### src/rtl/se_array_loader_if.sv
// Valid/ready element stream that feeds se_array_loader.
// The master is the element source and the slave is the loader.
interface se_array_loader_if #(
  parameter int DATAWIDTH = 8
);
  logic [DATAWIDTH-1:0] in_data;
  logic                 in_valid;
  logic                 in_ready;
  logic                 in_last;

  modport master (output in_data, output in_valid, output in_last, input in_ready);
  modport slave  (input in_data, input in_valid, input in_last, output in_ready);
endinterface

### src/rtl/se_array_loader.sv
// Packs a valid/ready element stream into the even-odd sorter's flattened array bus and launches it.
// Optional feature macro SE_LOADER_PAD_SHORT_EN: in_last closes a short frame, padding the tail with PAD_VALUE.
module se_array_loader #(
  parameter int                   ARRAYLENGTH = 10,
  parameter int                   DATAWIDTH   = 8,
  parameter logic [DATAWIDTH-1:0] PAD_VALUE   = '0
) (
  input  logic                                 clk,
  input  logic                                 rst,
  se_array_loader_if.slave                     s_in,
  output logic [0:ARRAYLENGTH*DATAWIDTH-1]     array_out,
  output logic                                 valid_out,
  input  logic                                 sort_done,
  output logic                                 busy,
  output logic [$clog2(ARRAYLENGTH+1)-1:0]     fill_count,
  output logic                                 short_err
);

  localparam int unsigned CW = $clog2(ARRAYLENGTH + 1);
  localparam logic [CW-1:0] LAST_SLOT = CW'(ARRAYLENGTH - 1);

  if (ARRAYLENGTH < 2 || $bits(PAD_VALUE) != DATAWIDTH) begin : g_param_check
    $error("se_array_loader: ARRAYLENGTH must be >= 2 and PAD_VALUE DATAWIDTH bits wide");
  end

  typedef enum logic [1:0] {
    S_FILL,
    S_LAUNCH,
    S_WAIT
  } state_t;

  state_t                           r_state;
  state_t                           w_next;
  logic [CW-1:0]                    r_fill;
  logic [0:ARRAYLENGTH*DATAWIDTH-1] r_array;
  logic                             r_short_err;
  logic                             w_xfer;
  logic                             w_last_slot;
  logic                             w_close;

  always_comb begin
    w_xfer      = s_in.in_valid && s_in.in_ready;
    w_last_slot = (r_fill == LAST_SLOT);
`ifdef SE_LOADER_PAD_SHORT_EN
    w_close     = w_xfer && (w_last_slot || s_in.in_last);
`else
    w_close     = w_xfer && w_last_slot;
`endif
  end

  always_ff @(posedge clk) begin
    if (rst) begin
      r_state <= S_FILL;
    end else begin
      r_state <= w_next;
    end
  end

  always_comb begin
    w_next = r_state;
    unique case (r_state)
      S_FILL:   if (w_close) w_next = S_LAUNCH;
      S_LAUNCH: w_next = S_WAIT;
      S_WAIT:   if (sort_done) w_next = S_FILL;
      default:  w_next = S_FILL;
    endcase
  end

  always_comb begin
    s_in.in_ready = (r_state == S_FILL) && !rst;
    valid_out     = (r_state == S_LAUNCH);
    busy          = (r_state != S_FILL);
    array_out     = r_array;
    fill_count    = r_fill;
    short_err     = r_short_err;
  end

  // Slot k sits at bits [k*DATAWIDTH +: DATAWIDTH]; with the ascending range slot 0 is the MSB end.
  always_ff @(posedge clk) begin
    if (rst) begin
      r_fill      <= '0;
      r_array     <= '0;
      r_short_err <= 1'b0;
    end else begin
`ifdef SE_LOADER_PAD_SHORT_EN
      r_short_err <= 1'b0;
`else
      r_short_err <= w_xfer && s_in.in_last && !w_last_slot;
`endif
      if (w_xfer) begin
        for (int unsigned j = 0; j < ARRAYLENGTH; j++) begin
          if (CW'(j) == r_fill) begin
            r_array[j*DATAWIDTH +: DATAWIDTH] <= s_in.in_data;
          end
`ifdef SE_LOADER_PAD_SHORT_EN
          else if (s_in.in_last && (CW'(j) > r_fill)) begin
            r_array[j*DATAWIDTH +: DATAWIDTH] <= PAD_VALUE;
          end
`endif
        end
        r_fill <= w_close ? '0 : r_fill + 1'b1;
      end
    end
  end

endmodule
### src/flat_wrapper.sv
// flat-port wrapper written by rule: the top's interface ports become plain ports
module se_array_loader_flat 
#(
  parameter int                   ARRAYLENGTH = 10,
  parameter int                   DATAWIDTH   = 8,
  parameter logic [DATAWIDTH-1:0] PAD_VALUE   = '0
)
  (clk, rst, array_out, valid_out, sort_done, busy, fill_count, short_err, s_in_in_data, s_in_in_valid, s_in_in_last, s_in_in_ready);
  se_array_loader_if #(.DATAWIDTH(DATAWIDTH)) s_in_i ();
  input  logic clk;
  input  logic rst;
  output logic [0:ARRAYLENGTH*DATAWIDTH-1] array_out;
  output logic valid_out;
  input  logic sort_done;
  output logic busy;
  output logic [$clog2(ARRAYLENGTH+1)-1:0] fill_count;
  output logic short_err;
  input wire logic [$bits(s_in_i.in_data)-1:0] s_in_in_data;
  input wire logic [$bits(s_in_i.in_valid)-1:0] s_in_in_valid;
  input wire logic [$bits(s_in_i.in_last)-1:0] s_in_in_last;
  output wire logic [$bits(s_in_i.in_ready)-1:0] s_in_in_ready;
  assign s_in_i.in_data = s_in_in_data;
  assign s_in_i.in_valid = s_in_in_valid;
  assign s_in_i.in_last = s_in_in_last;
  assign s_in_in_ready = s_in_i.in_ready;
  se_array_loader #(.ARRAYLENGTH(ARRAYLENGTH), .DATAWIDTH(DATAWIDTH), .PAD_VALUE(PAD_VALUE)) u_core (.clk(clk), .rst(rst), .s_in(s_in_i), .array_out(array_out), .valid_out(valid_out), .sort_done(sort_done), .busy(busy), .fill_count(fill_count), .short_err(short_err));
endmodule
### config.mk
export PLATFORM = sky130hd
export DESIGN_NAME = se_array_loader_flat
export DESIGN_NICKNAME = d
export VERILOG_FILES = /design/src/rtl/se_array_loader_if.sv /design/src/rtl/se_array_loader.sv /design/src/flat_wrapper.sv
export SDC_FILE = /design/constraint.sdc
export NUM_CORES = 1
export LEC_CHECK = 0
export BUFFER_PORTS_ARGS = -buffer_cell sky130_fd_sc_hd__buf_2
export CORE_MARGIN = 10
export CORE_UTILIZATION = 52
export CTS_CLUSTER_DIAMETER = 40
export DETAILED_ROUTE_END_ITERATION = 10
export HOLD_SLACK_MARGIN = 0.12
export PLACE_DENSITY = 0.8
export SETUP_SLACK_MARGIN = 0.3
export SYNTH_ARGS = -nofsm -noshare
export SYNTH_HDL_FRONTEND = slang
export SYNTH_SLANG_ARGS = --single-unit
### constraint.sdc
create_clock -name clk -period 2.4 [get_ports clk]
set_clock_uncertainty 0.1 [all_clocks]
set_input_delay 0.6 -clock clk [delete_from_list [all_inputs] [get_ports clk]]
set_output_delay 0.6 -clock clk [all_outputs]
set_load 0.02 [all_outputs]
# Word level (Yosys, flattened, before mapping)
# Index checks and enable logic that the tools add are counted.
# op_classes
add_sub_neg	1
n_eq_ne	14
muxes	4
n_reduce_logical	21
# op_table
op	count
$reduce_and 2->1	11
$eq 3x4->1 const A	4
$eq 2x4->1 const A	2
$eq 4x4->1 const A	2
$pmux 2 s3	1
$logic_and 1x1->1	5
$add 4x1->4 const B	1
$eq 1x4->1 const A	1
$eq 4x4->1 const B	1
$logic_not 4->1	1
$mux 2	2
$mux 4	1
$eq 2x1->1 const B	1
$eq 2x2->1 const B	1
$logic_not 1->1	2
$logic_not 2->1	1
$ne 2x1->1 const B	1
$ne 2x2->1 const B	1
$reduce_bool 2->1	1
# totals
ff_bits	87
inputBits	13
out_inout_bits	88
wordCells	53

# Logic depth before layout (Yosys ltp)
# logic_depth
word_depth	6
depth_mapped	7
ltp_nobuf	5

# Worst setup path before layout
# No wires, ideal clock.
# synth_timing
path_type	input port to output port
from	input port rst
to	output port s_in_in_ready
arrival_time_ns	1.532
t_required_ns	1.700
setup_slack_ns	0.168
path_stages	4
n_path_buf	3
cell_sequence	clkbuf_1 -> clkbuf_1 -> buf_1 -> nor2_1
# synth_via
elab_chain_len	2
# synth_rtl
element	line_no	source
start, declared	flat_wrapper.sv:11	input logic rst;
$logic_not 1->1	se_array_loader.sv:70	s_in.in_ready = (r_state == S_FILL) && !rst;
$logic_and 1x1->1	se_array_loader.sv:70	
end, declared	flat_wrapper.sv:21	output wire logic [$bits(s_in_i.in_ready)-1:0] s_in_in_ready;
# No other way between the ends.

# Worst setup path in the final report
# layout_timing
from	register u_core.r_state[1]
to	output port s_in_in_ready
# layout_via
elab_chain_len	2
# layout_rtl
element	line_no	source
start, declared	se_array_loader.sv:32	state_t r_state;
start signal, assigned	se_array_loader.sv:55	r_state <= w_next;
$logic_not 2->1	se_array_loader.sv:70	
$logic_and 1x1->1	se_array_loader.sv:70	
# No other way between the ends.

==> metrics <==
nets=516; most numerous cell in the Yosys netlist=dfxtp_1; TritonCTS clock tree=done; slack of the critical path=447.9 ps; ranking of synthesized cells by area=dfxtp_1 (49%), o21ai_0 (11%), nand3_1 (8.4%); Total Power=2.846 mW; fin util=63.89%; Root Buffer=clkbuf_8; Pleak=1.772 nW; CP Launch Type=register; Synth Flop Type=dfxtp_1; Power Dens Cells=659.2 mW/mm^2; Synth-to-Final Area Change=20.29%; CTS Buf Count=9; number of global-route vias before repair=3217; number of synthesis warnings=0; part of the cycle the worst path needs=81.34%; Crit Path Category=register to output pin; Fmax=512.3 MHz; Total GRT Usage=19.61%; RSZ-0062 raised after global routing=false; worst skew pair latency=340 ps; Die Y=103.1 um; GP Congestion=0.8535; Detailed Place HPWL=7145 um; full die area=0.01062 sq mm; largest net degree at the start of global routing=59; Initial DRC Count=291; Via Count=3430; first-pass GRT wire length=16430 um; gr ovfl total=0; Final setup viols=0; Period minus WS final=1952 ps; final hold vios=0; Via density=5.883; Rows=30; crit-path max FO=10; synthesized flop and latch total=87; Ant. Diodes=0; DIE WIDTH=103.1 um; initial antenna violation count=0; syn_area_per_cell=8.443 sq um; post-cts hold buffer count=0; Initial Util=53.11%; slew margin rel.=58.77%; Wirelength per Cell=18.22 um; HP Class=register to register; Setup TNS=0 ps; worst slew pin tran=616.6 ps; final wirelength=10620 um; share of layout cells above drive strength 1=26.44%; Post-synth top cells=dfxtp_1 (87), o21ai_0 (79), nand3_1 (60); Worst-path clk slew=80 ps; status=finished clean; Max Slew Vio Count=0; top-level I/O count=101; I/O Buffers=100; fill count=581; H-Tree Depth=3; Cells after Synth=425; EDFF count, synth=0; clock sinks=87; CP Data Required Time=1700 ps; clock tree buffer depth=2; Mapped Area=0.003588 sq mm; core area=0.006756 sq mm; Synthesized Nets=442; multi-input logic area=0.001658 sq mm; Arr. time, crit path=1250 ps; Yosys top cell by area=dfxtp_1; FFs w/ async S/R, synth=0%; Yosys top cell area share=48.54%; post-route ant nets=0; drt pass-1 iters=5; VDD IR max=0.0003619 V; post-placement setup slack=335.3 ps; DRC=0; register area share after synthesis=48.54%; Max-Cap Viols=0; Distinct cells, synth=28; register area=0.001744 sq mm; Critical Path End Type=output pin; worst hold slack=377.8 ps
flip-flops by register name (all words and copies together) (netlist names):
| signal | cells |
|---|---|
| u_core.array_out | 80 |
| u_core.fill_count | 4 |
| u_core.r_state | 2 |
| u_core.short_err | 1 |
final timing paths:
path	startpoint	end	slack, ps	cells after the start
setup / recovery	u_core.r_state[1]	s_in_in_ready	450	4
hold / removal	u_core.array_out[15]	u_core.array_out[15]	380	2
setup reg to reg	u_core.fill_count[1]	u_core.fill_count[2]	480	5
hold reg to reg	u_core.array_out[15]	u_core.array_out[15]	380	2
routing by layer:
layer  share of wire [%]  track usage, %
met5                   0               0
met4                 1.4           6.631
met3                 8.9           5.161
met2                  48           31.94
met1                  42           24.53
worst max-delay path, stage by stage (launching register included):
cell     delay [ps]
dfxtp_2         400
nor2_1          140
inv_1            70
nor2_2          110
buf_2           180
placed cells by master, fill, tap and decap left out, types with 2 or more instances in the layout:
master / synthesis / layout
nand2_1: 4 / 4
nand2b_1: 17 / 17
buf_2: 6 / 100
inv_1: 3 / 3
a21oi_1: 58 / 58
or4b_1: 3 / 3
nand3b_1: 6 / 6
bufinv_16: 0 / 2
dfxtp_2: 0 / 2
dfxtp_1: 87 / 85
o21ai_0: 79 / 79
and3b_1: 6 / 6
clkinvlp_4: 0 / 3
ha_1: 4 / 4
clkbuf_8: 0 / 10
nor2_1: 5 / 4
mux2i_1: 8 / 8
buf_4: 0 / 11
o21ai_1: 9 / 9
nor2b_1: 17 / 17
nand3_1: 60 / 60
o31ai_1: 3 / 3
cell type report:
type	instances	area share, %
clock buffers	10	3.188
clock inverters	5	1.913
inverters	3	0.2609
multi-input cells	287	38.41
flip-flops and latches	87	40.41
well taps	80	2.319
repair buffers	111	13.51
per-stage QoR:
step                std cells  instance area [sq um]
CTS                       581                   4299
finish                    583                   4317
global placement          566                   4079
global route              583                   4317
detailed placement        566                   4079
floorplan                 425                   3592
repair_timing:
| action | in CTS | in global routing |
|---|---|---|
| hold endpoints to repair | 0 | 0 |
| buffers inserted | 0 | 2 |
| gates resized for setup | 0 | 2 |
| endpoints found under the setup margin | 0 | 4 |
cell families (layout without fill, tap and decap cells):
| group | Yosys count | after routing | share of synthesized area (%) |
|---|---|---|---|
| adders and majority gates | 4 | 4 | 1.395 |
| and+or+nand+nor | 125 | 125 | 20.92 |
| muxes | 8 | 8 | 2.232 |
| DFF | 87 | 87 | 48.54 |
| AOI/OAI and AO/OA | 150 | 150 | 21.16 |
| buffers and inverters | 51 | 129 | 5.753 |
power by group:
group | internal [mW] | switching, mW
combinational | 0.0715 | 0.174
clock | 0.609 | 0.511
sequential | 1.46 | 0.0161
total | 2.14 | 0.701
(Power assumes the default switching activity.)
